==> src/rtl/keypad_scan_if.sv <==
// Key handshake bundle between keypad_scan (master) and the key consumer (slave).
interface keypad_scan_if;
  logic [3:0] key_code;
  logic       key_valid;
  logic       key_ack;
  logic       key_down;
  logic       overrun;

  modport master (output key_code, key_valid, key_down, overrun, input key_ack);
  modport slave  (input key_code, key_valid, key_down, overrun, output key_ack);
endinterface

==> src/rtl/keypad_scan.sv <==
// 4x4 matrix keypad scanner with frame-based debounce and a valid/ack key handshake.
// Optional auto-repeat of a held key is enabled by defining KEYPAD_REPEAT_EN.
module keypad_scan #(
  parameter int unsigned SCAN_DIV     = 100000,
  parameter int unsigned DEB_FRAMES   = 8,
  parameter int unsigned REPEAT_DELAY = 50,
  parameter int unsigned REPEAT_RATE  = 10
) (
  input  logic         clk,
  input  logic         rst,
  output logic [3:0]   row,
  input  logic [3:0]   col,
  keypad_scan_if.master kif
);

  localparam int unsigned SW  = (SCAN_DIV > 1) ? $clog2(SCAN_DIV) : 1;
  localparam logic [3:0]  DEB = 4'(DEB_FRAMES);

  if (DEB_FRAMES < 1 || DEB_FRAMES > 15 || REPEAT_DELAY < 1 || REPEAT_RATE < 1) begin : g_bad_cfg
    $error("keypad_scan: unsupported parameter combination");
  end

  typedef enum logic [1:0] {IDLE, DEB_PRESS, HELD, DEB_REL} state_t;

  logic [3:0]    col_s1, col_s2;
  logic [SW-1:0] slot;
  logic [1:0]    row_idx;
  logic          slot_end, frame_end;

  assign slot_end  = (slot == SW'(SCAN_DIV - 1));
  assign frame_end = slot_end && (row_idx == 2'd3);
  assign row       = ~(4'b0001 << row_idx);

  always_ff @(posedge clk or negedge rst) begin
    if (!rst) begin
      col_s1  <= '1;
      col_s2  <= '1;
      slot    <= '0;
      row_idx <= '0;
    end else begin
      col_s1 <= col;
      col_s2 <= col_s1;
      if (slot_end) begin
        slot    <= '0;
        row_idx <= row_idx + 2'd1;
      end else begin
        slot <= slot + SW'(1);
      end
    end
  end

  // Frame hit count saturates at 2 (MULTI); a row-0 slot starts a fresh frame.
  logic [1:0] slot_n, hit_col, acc_n, base_n, tot;
  logic [3:0] acc_code, tot_code;
  logic [2:0] sum;

  always_comb begin
    slot_n  = '0;
    hit_col = '0;
    for (int unsigned c = 0; c < 4; c++) begin
      if (!col_s2[c]) begin
        hit_col = 2'(c);
        if (slot_n != 2'd2) slot_n = slot_n + 2'd1;
      end
    end
    base_n   = (row_idx == 2'd0) ? 2'd0 : acc_n;
    sum      = {1'b0, base_n} + {1'b0, slot_n};
    tot      = (sum >= 3'd2) ? 2'd2 : sum[1:0];
    tot_code = (base_n == 2'd0) ? {row_idx, hit_col} : acc_code;
  end

  always_ff @(posedge clk or negedge rst) begin
    if (!rst) begin
      acc_n    <= '0;
      acc_code <= '0;
    end else if (slot_end) begin
      acc_n    <= tot;
      acc_code <= tot_code;
    end
  end

  logic res_none, res_single;
  assign res_none   = (tot == 2'd0);
  assign res_single = (tot == 2'd1);

  state_t     state, state_nx;
  logic [3:0] cnt, cnt_nx, cand, cand_nx, accept_code;
  logic       accept;
`ifdef KEYPAD_REPEAT_EN
  logic [15:0] rep, rep_nx;
`endif

  always_ff @(posedge clk or negedge rst) begin
    if (!rst) begin
      state <= IDLE;
      cnt   <= '0;
      cand  <= '0;
`ifdef KEYPAD_REPEAT_EN
      rep   <= '0;
`endif
    end else begin
      state <= state_nx;
      cnt   <= cnt_nx;
      cand  <= cand_nx;
`ifdef KEYPAD_REPEAT_EN
      rep   <= rep_nx;
`endif
    end
  end

  always_comb begin
    state_nx    = state;
    cnt_nx      = cnt;
    cand_nx     = cand;
    accept      = 1'b0;
    accept_code = cand;
`ifdef KEYPAD_REPEAT_EN
    rep_nx      = rep;
`endif
    if (frame_end) begin
      case (state)
        IDLE: begin
          if (res_single) begin
            cand_nx     = tot_code;
            accept_code = tot_code;
            cnt_nx      = 4'd1;
            if (DEB == 4'd1) begin
              accept   = 1'b1;
              state_nx = HELD;
`ifdef KEYPAD_REPEAT_EN
              rep_nx   = 16'(REPEAT_DELAY);
`endif
            end else begin
              state_nx = DEB_PRESS;
            end
          end
        end
        DEB_PRESS: begin
          if (res_single && tot_code == cand) begin
            cnt_nx = cnt + 4'd1;
            if (cnt + 4'd1 == DEB) begin
              accept   = 1'b1;
              state_nx = HELD;
`ifdef KEYPAD_REPEAT_EN
              rep_nx   = 16'(REPEAT_DELAY);
`endif
            end
          end else begin
            cnt_nx   = '0;
            state_nx = IDLE;
          end
        end
        HELD: begin
          if (res_none) begin
            cnt_nx   = 4'd1;
            state_nx = (DEB == 4'd1) ? IDLE : DEB_REL;
          end
`ifdef KEYPAD_REPEAT_EN
          else if (res_single && tot_code == cand) begin
            if (rep <= 16'd1) begin
              accept = 1'b1;
              rep_nx = 16'(REPEAT_RATE);
            end else begin
              rep_nx = rep - 16'd1;
            end
          end
`endif
        end
        DEB_REL: begin
          if (res_none) begin
            cnt_nx = cnt + 4'd1;
            if (cnt + 4'd1 == DEB) begin
              cnt_nx   = '0;
              state_nx = IDLE;
            end
          end else begin
            state_nx = HELD;
          end
        end
        default: state_nx = IDLE;
      endcase
    end
  end

  logic [3:0] code_q;
  logic       valid_q, ovr_q;

  always_ff @(posedge clk or negedge rst) begin
    if (!rst) begin
      code_q  <= '0;
      valid_q <= 1'b0;
      ovr_q   <= 1'b0;
    end else if (accept) begin
      if (!valid_q) begin
        code_q  <= accept_code;
        valid_q <= 1'b1;
      end else if (kif.key_ack) begin
        code_q  <= accept_code;
        ovr_q   <= 1'b0;
      end else begin
        ovr_q   <= 1'b1;
      end
    end else if (kif.key_ack && valid_q) begin
      valid_q <= 1'b0;
      ovr_q   <= 1'b0;
    end
  end

  assign kif.key_code  = code_q;
  assign kif.key_valid = valid_q;
  assign kif.overrun   = ovr_q;
  assign kif.key_down  = (state == HELD) || (state == DEB_REL);

endmodule

==> src/flat_wrapper.sv <==
// flat-port wrapper written by rule: the top's interface ports become plain ports
module keypad_scan_flat 
#(
  parameter int unsigned SCAN_DIV     = 100000,
  parameter int unsigned DEB_FRAMES   = 8,
  parameter int unsigned REPEAT_DELAY = 50,
  parameter int unsigned REPEAT_RATE  = 10
)
  (clk, rst, row, col, kif_key_code, kif_key_valid, kif_key_down, kif_overrun, kif_key_ack);
  keypad_scan_if kif_i ();
  input  logic clk;
  input  logic rst;
  output logic [3:0] row;
  input  logic [3:0] col;
  output wire logic [$bits(kif_i.key_code)-1:0] kif_key_code;
  output wire logic [$bits(kif_i.key_valid)-1:0] kif_key_valid;
  output wire logic [$bits(kif_i.key_down)-1:0] kif_key_down;
  output wire logic [$bits(kif_i.overrun)-1:0] kif_overrun;
  input wire logic [$bits(kif_i.key_ack)-1:0] kif_key_ack;
  assign kif_key_code = kif_i.key_code;
  assign kif_key_valid = kif_i.key_valid;
  assign kif_key_down = kif_i.key_down;
  assign kif_overrun = kif_i.overrun;
  assign kif_i.key_ack = kif_key_ack;
  keypad_scan #(.SCAN_DIV(SCAN_DIV), .DEB_FRAMES(DEB_FRAMES), .REPEAT_DELAY(REPEAT_DELAY), .REPEAT_RATE(REPEAT_RATE)) u_core (.clk(clk), .rst(rst), .row(row), .col(col), .kif(kif_i));
endmodule
==> config.mk <==
export PLATFORM = sky130hd
export DESIGN_NAME = keypad_scan_flat
export DESIGN_NICKNAME = d
export VERILOG_FILES = /design/src/rtl/keypad_scan_if.sv /design/src/rtl/keypad_scan.sv /design/src/flat_wrapper.sv
export SDC_FILE = /design/constraint.sdc
export NUM_CORES = 1
export LEC_CHECK = 0
export ABC_AREA = 1
export BUFFER_PORTS_ARGS = -buffer_cell sky130_fd_sc_hd__buf_2
export CORE_AREA = 2 2 86 88
export CTS_BUF_LIST = sky130_fd_sc_hd__clkbuf_4
export DETAILED_ROUTE_END_ITERATION = 10
export DIE_AREA = 0 0 88 90
export PLACE_DENSITY = 0.63
export SKIP_CTS_REPAIR_TIMING = 1
export SLEW_MARGIN = 40
export SYNTH_ARGS = -nofsm -noshare
export SYNTH_HDL_FRONTEND = slang
export SYNTH_SLANG_ARGS = --single-unit
==> constraint.sdc <==
create_clock -name clk -period 3.2 [get_ports clk]
set_input_delay 0.48 -clock clk [delete_from_list [all_inputs] [get_ports clk]]
set_output_delay 0.48 -clock clk [all_outputs]
set_load 0.005 [all_outputs]
---- After elaboration in Yosys (flattened, before gate mapping) ----
Cells that the tools add are included.
operators by class
  $add $sub $neg .......................... 7
  mux-type cells .......................... 41
  equal/unequal tests ..................... 18
  reductions and logical operators ........ 13
  order comparisons ....................... 1
  shifts and indexed selects .............. 1
  bitwise operators ....................... 1
operator list
  cell                   count
  $mux 4                 11
  $mux 2                 16
  $add 17x1->17 const B  1
  $eq 17x17->1 const B   1
  $mux 17                1
  $pmux 4 s4             1
  $mux 1                 11
  $logic_not 2->1        4
  $ne 2x2->1 const B     4
  $pmux 2 s4             1
  $add 2x1->2 const B    3
  $eq 2x2->1 const B     3
  $ne 2x1->1 const B     3
  $ne 3x3->1 const B     2
  $reduce_and 5->1       1
  $add 4x1->4 const B    1
  $eq 2x1->1 const B     2
  $eq 4x4->1             1
  $eq 4x4->1 const B     1
  $not 4->4              1
  $reduce_and 2->1       2
  $reduce_and 4->1       1
  $shl 1x2->4 const A    1
  $add 2x2->3            1
  other kinds (6)        8
word-level totals
  logic and storage cells ................. 94
  output and inout port bits .............. 11
  bits in registers ....................... 49

---- Longest topological paths before layout ----
  word-level depth ........................ 20
  mapped depth ............................ 23
  mapped depth without buffers ............ 23

---- Worst setup path before layout ----
Ideal clock, no wire load.
  path kind ............................... register to register
  start point ............................. reg u_core.col_s2[0]
  end point ............................... reg u_core.code_q[0], in the netlist u_core.kif.key_code[0]
  buffers on the path ..................... 0
  stages on the path, launching flop included .. 23
  slack ................................... 206 ps
  required time ........................... 3,083 ps
  library setup time ...................... 117 ps
  clock period less this slack ............ 2,994 ps
  arrival time ............................ 2,877 ps
  cells stage by stage .................... dfstp_2 -> inv_1 -> ha_1 -> nand2_1 -> nand2_1 -> inv_1 -> ha_1 -> nand2_1 -> o21ai_0 -> ha_1 -> inv_1 -> fa_1 -> nand2_1 -> inv_1 -> nand2_1 -> nor3_1 -> nand2_1 -> nor2_1 -> nand3_2 -> nor2_4 -> nand2_2 -> nand2_1 -> nand2_1
on the way
  longest elaborated chain between the ends .. 19
  elaborated cells on any way between the ends .. 27
  those cells by class .................... add/sub (4); order compare (1); eq/ne (4); mux (16); reduce/logical (2)
RTL lines
  item                                                line                                    RTL
  start: declaration                                  keypad_scan.sv:25                       logic [3:0] col_s1, col_s2;
  start signal: assignment                            keypad_scan.sv:42                       col_s2 <= col_s1;
  $mux 1 (*)                                          keypad_scan.sv:61                       if (!col_s2[c]) begin
  $add 1x1->2 / $ne 1x2->1 (equally long branches)    keypad_scan.sv:63                       if (slot_n != 2'd2) slot_n = slot_n + 2'd1;
  $mux 2                                              keypad_scan.sv:63
  $mux 2 (*)                                          keypad_scan.sv:61
  $add 2x1->2 / $ne 2x2->1 (equally long branches)    keypad_scan.sv:63
  $mux 2                                              keypad_scan.sv:63
  $mux 2 (*)                                          keypad_scan.sv:61
  $add 2x1->2 / $ne 2x2->1 (equally long branches)    keypad_scan.sv:63
  [3 not listed]                                      --
  $ge 3x2->1                                          keypad_scan.sv:68                       tot = (sum >= 3'd2) ? 2'd2 : sum[1:0];
  $mux 2 (*)                                          keypad_scan.sv:68
  $eq 2x1->1 (*)                                      keypad_scan.sv:84                       assign res_single = (tot == 2'd1);
  $mux 4 / $logic_and 1x1->1 (equally long branches)  keypad_scan.sv:123, keypad_scan.sv:139
  $mux 4 / $mux 1 (equally long branches)             keypad_scan.sv:121, keypad_scan.sv:139
  $mux 4 / $mux 1 (equally long branches)             keypad_scan.sv:120, keypad_scan.sv:121
  $mux 4 / $mux 1 (equally long branches)             keypad_scan.sv:197, keypad_scan.sv:120
  $mux 4 / $reduce_and 2->1 (equally long branches)   --
  end signal: assignment                              keypad_scan.sv:195                      code_q <= accept_code;
  end signal: assignment                              keypad_scan.sv:198                      code_q <= accept_code;
  end: declaration                                    keypad_scan.sv:185                      logic [3:0] code_q;
Mark *: on every way between the ends. The rest lies on a longest branch, timed or not. The select of a mux whose other input is x is not followed.
A chain may end at the register's enable or synchronous reset.

---- Worst setup path in the final report ----
Ends and elaborated chain as after synthesis.

==> results.toml <==
[setup_path]
crit_start = "u_core.col_s2[0]"
worstPathRequired_ps = 3500
timing.rr.start = "u_core.col_s2[0]"
start_kind = "register"
worst_setup_path_end_kind = "register"
worst-path-max-fanout = 5
cp_data_arrival_time_ps = 3430
crit_end = "u_core.kif.key_code[0]"
rrSetupSlack_ps = 60
r2r_end = "u_core.kif.key_code[0]"
crit_type = "register to register"
rr_worst_depth = 22

[synth]
ys_top_cells_by_area = "dfrtp_1 (38%), nand2_1 (15%), inv_1 (7.9%)"
synth_cell_types = 32
yosysSeqAreaShare_pct = 45.5
yosys.area.top_type = "dfrtp_1"
syn_nets = 373
ys_ff_latch = 49
yosys_warnings = 0
syn_inst = 355
synth_top_area_share_pct = 37.8
synth_area_sq_um = 2720
avgSynthCellArea_sq_um = 7.65

[floorplanning]
io_pins = 18
start_util_pct = 38.7
dieArea_sq_um = 7920
std_cell_rows = 31
coreArea_sq_um = 7020
die_w_microns = 88
die-height_microns = 90

[timing]
worstMarginPinSlew_ps = 487
fmax_mhz = 319
slew_violations = 0
setup_viol = 0
whs_ps = 3.70
final.min_clock_period_ps = 3140
hold_viol_final = 0
slew_headroom_pct = 67.4
fin_skew_ps = 33.8
finalCritPeriodShare_pct = 98.0
rsz0062_at_grt = "true"

[pwr]
power_uw = 1090
cellPowerDensity_nw_per_um2 = 342
leakagePower_uw = 0.00161
ir_drop_mv = 0.138

[placed_design]
portBuffers = 17
dp_cells = 473
dpl.hpwl_microns = 4090
place.gp.congestion = 0.829

[clock_tree]
cts_htree_levels = 2
cts_buffers = 5
cts_num_sinks = 49
clk_pin_slew_worst_paths_ps = 160
clock_latency_ps = 380
cts_tree = "yes"
clockRootBuffer = "clkbuf_4"
cts.path.max_buffers = 2

[global_routing]
grt_pass1_vias = 2210
grt_pass1_wl_microns = 9670
grt_start_max_net_pins = 33
grt-ovfl-total = 0
grt_usage_pct = 15.0
antenna_found_initial = 0

[min_path]
hp-class = "input pin to async pin"

[routing]
drc = 0
final_antenna_net_count = 0
via_per_inst = 4.71
drt_iter0_markers = 143
wire_per_inst_microns = 11.3
via_count = 2292
drtPass1Iterations = 6
wirelength_microns = 5520

[status]
status = "finished clean"

[final_layout]
nets = 405
layout-drive-gt1-share_pct = 22.2
stdcell_count = 487
final_util_pct = 45.4
area_delta_synth_final_pct = 17.3
antenna_cells = 0

[flow_run]
cap_violations = 0
synthesized netlist by cell type:
cell / n
xnor2_1: 1
dfrtp_1: 41
fa_1: 1
a31oi_1: 1
nor3_2: 1
inv_1: 57
inv_2: 5
dfstp_2: 8
nand3b_1: 4
o21ai_2: 1
nor3b_1: 1
o21bai_1: 1
xor2_1: 4
nand2_2: 4
nor2_4: 1
clkbuf_1: 1
nor2_1: 25
nand3_2: 1
nand4_2: 2
ha_1: 10
clkinv_1: 1
a21oi_1: 10
nand2_1: 105
nor4_1: 2
nand2_4: 1
buf_2: 1
nor2_2: 3
nor3_1: 4
a22oi_1: 1
nand4_1: 8
nand3_1: 35
o21ai_0: 14
kinds of logic (layout without fill, tap and decap cells):
logic type / Yosys count / count (layout) / synth area share, %
simple gates: 197 / 197 / 32.9
xor+xnor: 5 / 5 / 1.61
buf+inv: 65 / 98 / 9.03
compound gates: 28 / 28 / 5.53
fa+ha+maj: 11 / 11 / 5.35
flops: 49 / 49 / 45.5
layout by cell type (no fill, tap or decap), types with 3 or more instances in the layout:
cell / netlist / layout
a21oi_1: 10 / 10
buf_2: 1 / 16
buf_4: 0 / 11
clkbuf_4: 0 / 6
dfrtp_1: 41 / 41
dfstp_2: 8 / 8
ha_1: 10 / 6
ha_4: 0 / 3
inv_1: 57 / 52
inv_2: 5 / 10
nand2_1: 105 / 98
nand2_2: 4 / 10
nand3_1: 35 / 33
nand3b_1: 4 / 4
nand4_1: 8 / 8
nor2_1: 25 / 22
nor2_2: 3 / 5
nor3_1: 4 / 3
o21ai_0: 14 / 11
o21ai_2: 1 / 3
xor2_1: 4 / 4
final cells by class:
cell class | count | area, sq um
inverter | 63 | 236
clock buffer | 6 | 45.0
fill | 714 | 3840
clock inverter | 2 | 35.0
tap | 99 | 124
multi-input combinational | 241 | 1350
timing repair buffer | 27 | 163
sequential | 49 | 1240
stage by stage:
step           area (sq um)  setup slack, ps  TNS, ps
2_1_floorplan          2720              206        0
3_3_place_gp           2950             73.6        0
3_5_place_dp           2950            -81.7     -316
4_1_cts                3030            -92.9     -522
5_1_grt                3180             -136     -565
6_report               3180             62.4        0
worst max-delay path, stage by stage (launching register included):
cell	delay (ps)
dfstp_2	580
inv_2	50
ha_4	230
nand2_2	60
nand2_2	60
inv_2	80
ha_4	130
nand2_2	50
o21ai_2	60
ha_2	180
inv_2	30
fa_1	470
nand2_1	60
inv_2	70
nand2_4	60
nor3_4	160
nand2_1	80
nor2_2	130
nand3_4	130
nor2_4	180
nand2_2	90
nand2_1	70
nand2_1	50
worst min path at each step:
| stage | start | endpoint | slack [ps] | cells after the start |
|---|---|---|---|---|
| floorplan | rst | u_core.acc_code[0] | 180 | 0 |
| global placement | u_core.col_s1[1] | u_core.col_s2[1] | 350 | 0 |
| detailed placement | u_core.col_s1[0] | u_core.col_s2[0] | 350 | 0 |
| CTS | rst | u_core.cnt[2] | 150 | 1 |
| global route | rst | u_core.cnt[2] | 20 | 1 |
| finish | rst | u_core.cnt[2] | 4 | 1 |
power breakdown:
part | switching (uW) | internal [uW] | total, uW
sequential | 3.55 | 630 | 633
clock | 202 | 173 | 375
combinational | 47.7 | 33.0 | 80.7
total | 253 | 835 | 1090
state kept, by name (all words and copies together), names as in the netlist:
| register | flops |
|---|---|
| u_core.col_s2 | 4 |
| u_core.kif.key_valid | 1 |
| u_core.kif.overrun | 1 |
| u_core.kif.key_code | 4 |
| u_core.acc_code | 4 |
| u_core.state | 2 |
| u_core.acc_n | 2 |
| u_core.col_s1 | 4 |
| u_core.cand | 4 |
| u_core.cnt | 4 |
| u_core.row_idx | 2 |
| u_core.slot | 17 |
routing by layer:
layer	up-vias	routed length (microns)	global-route usage, %
met5	-	0	0
li1	1184	-	-
met4	0	84	4.23
met3	8	144	3.21
met2	29	2620	24.1
met1	1071	2670	20.3
(Power assumes the default switching activity.)
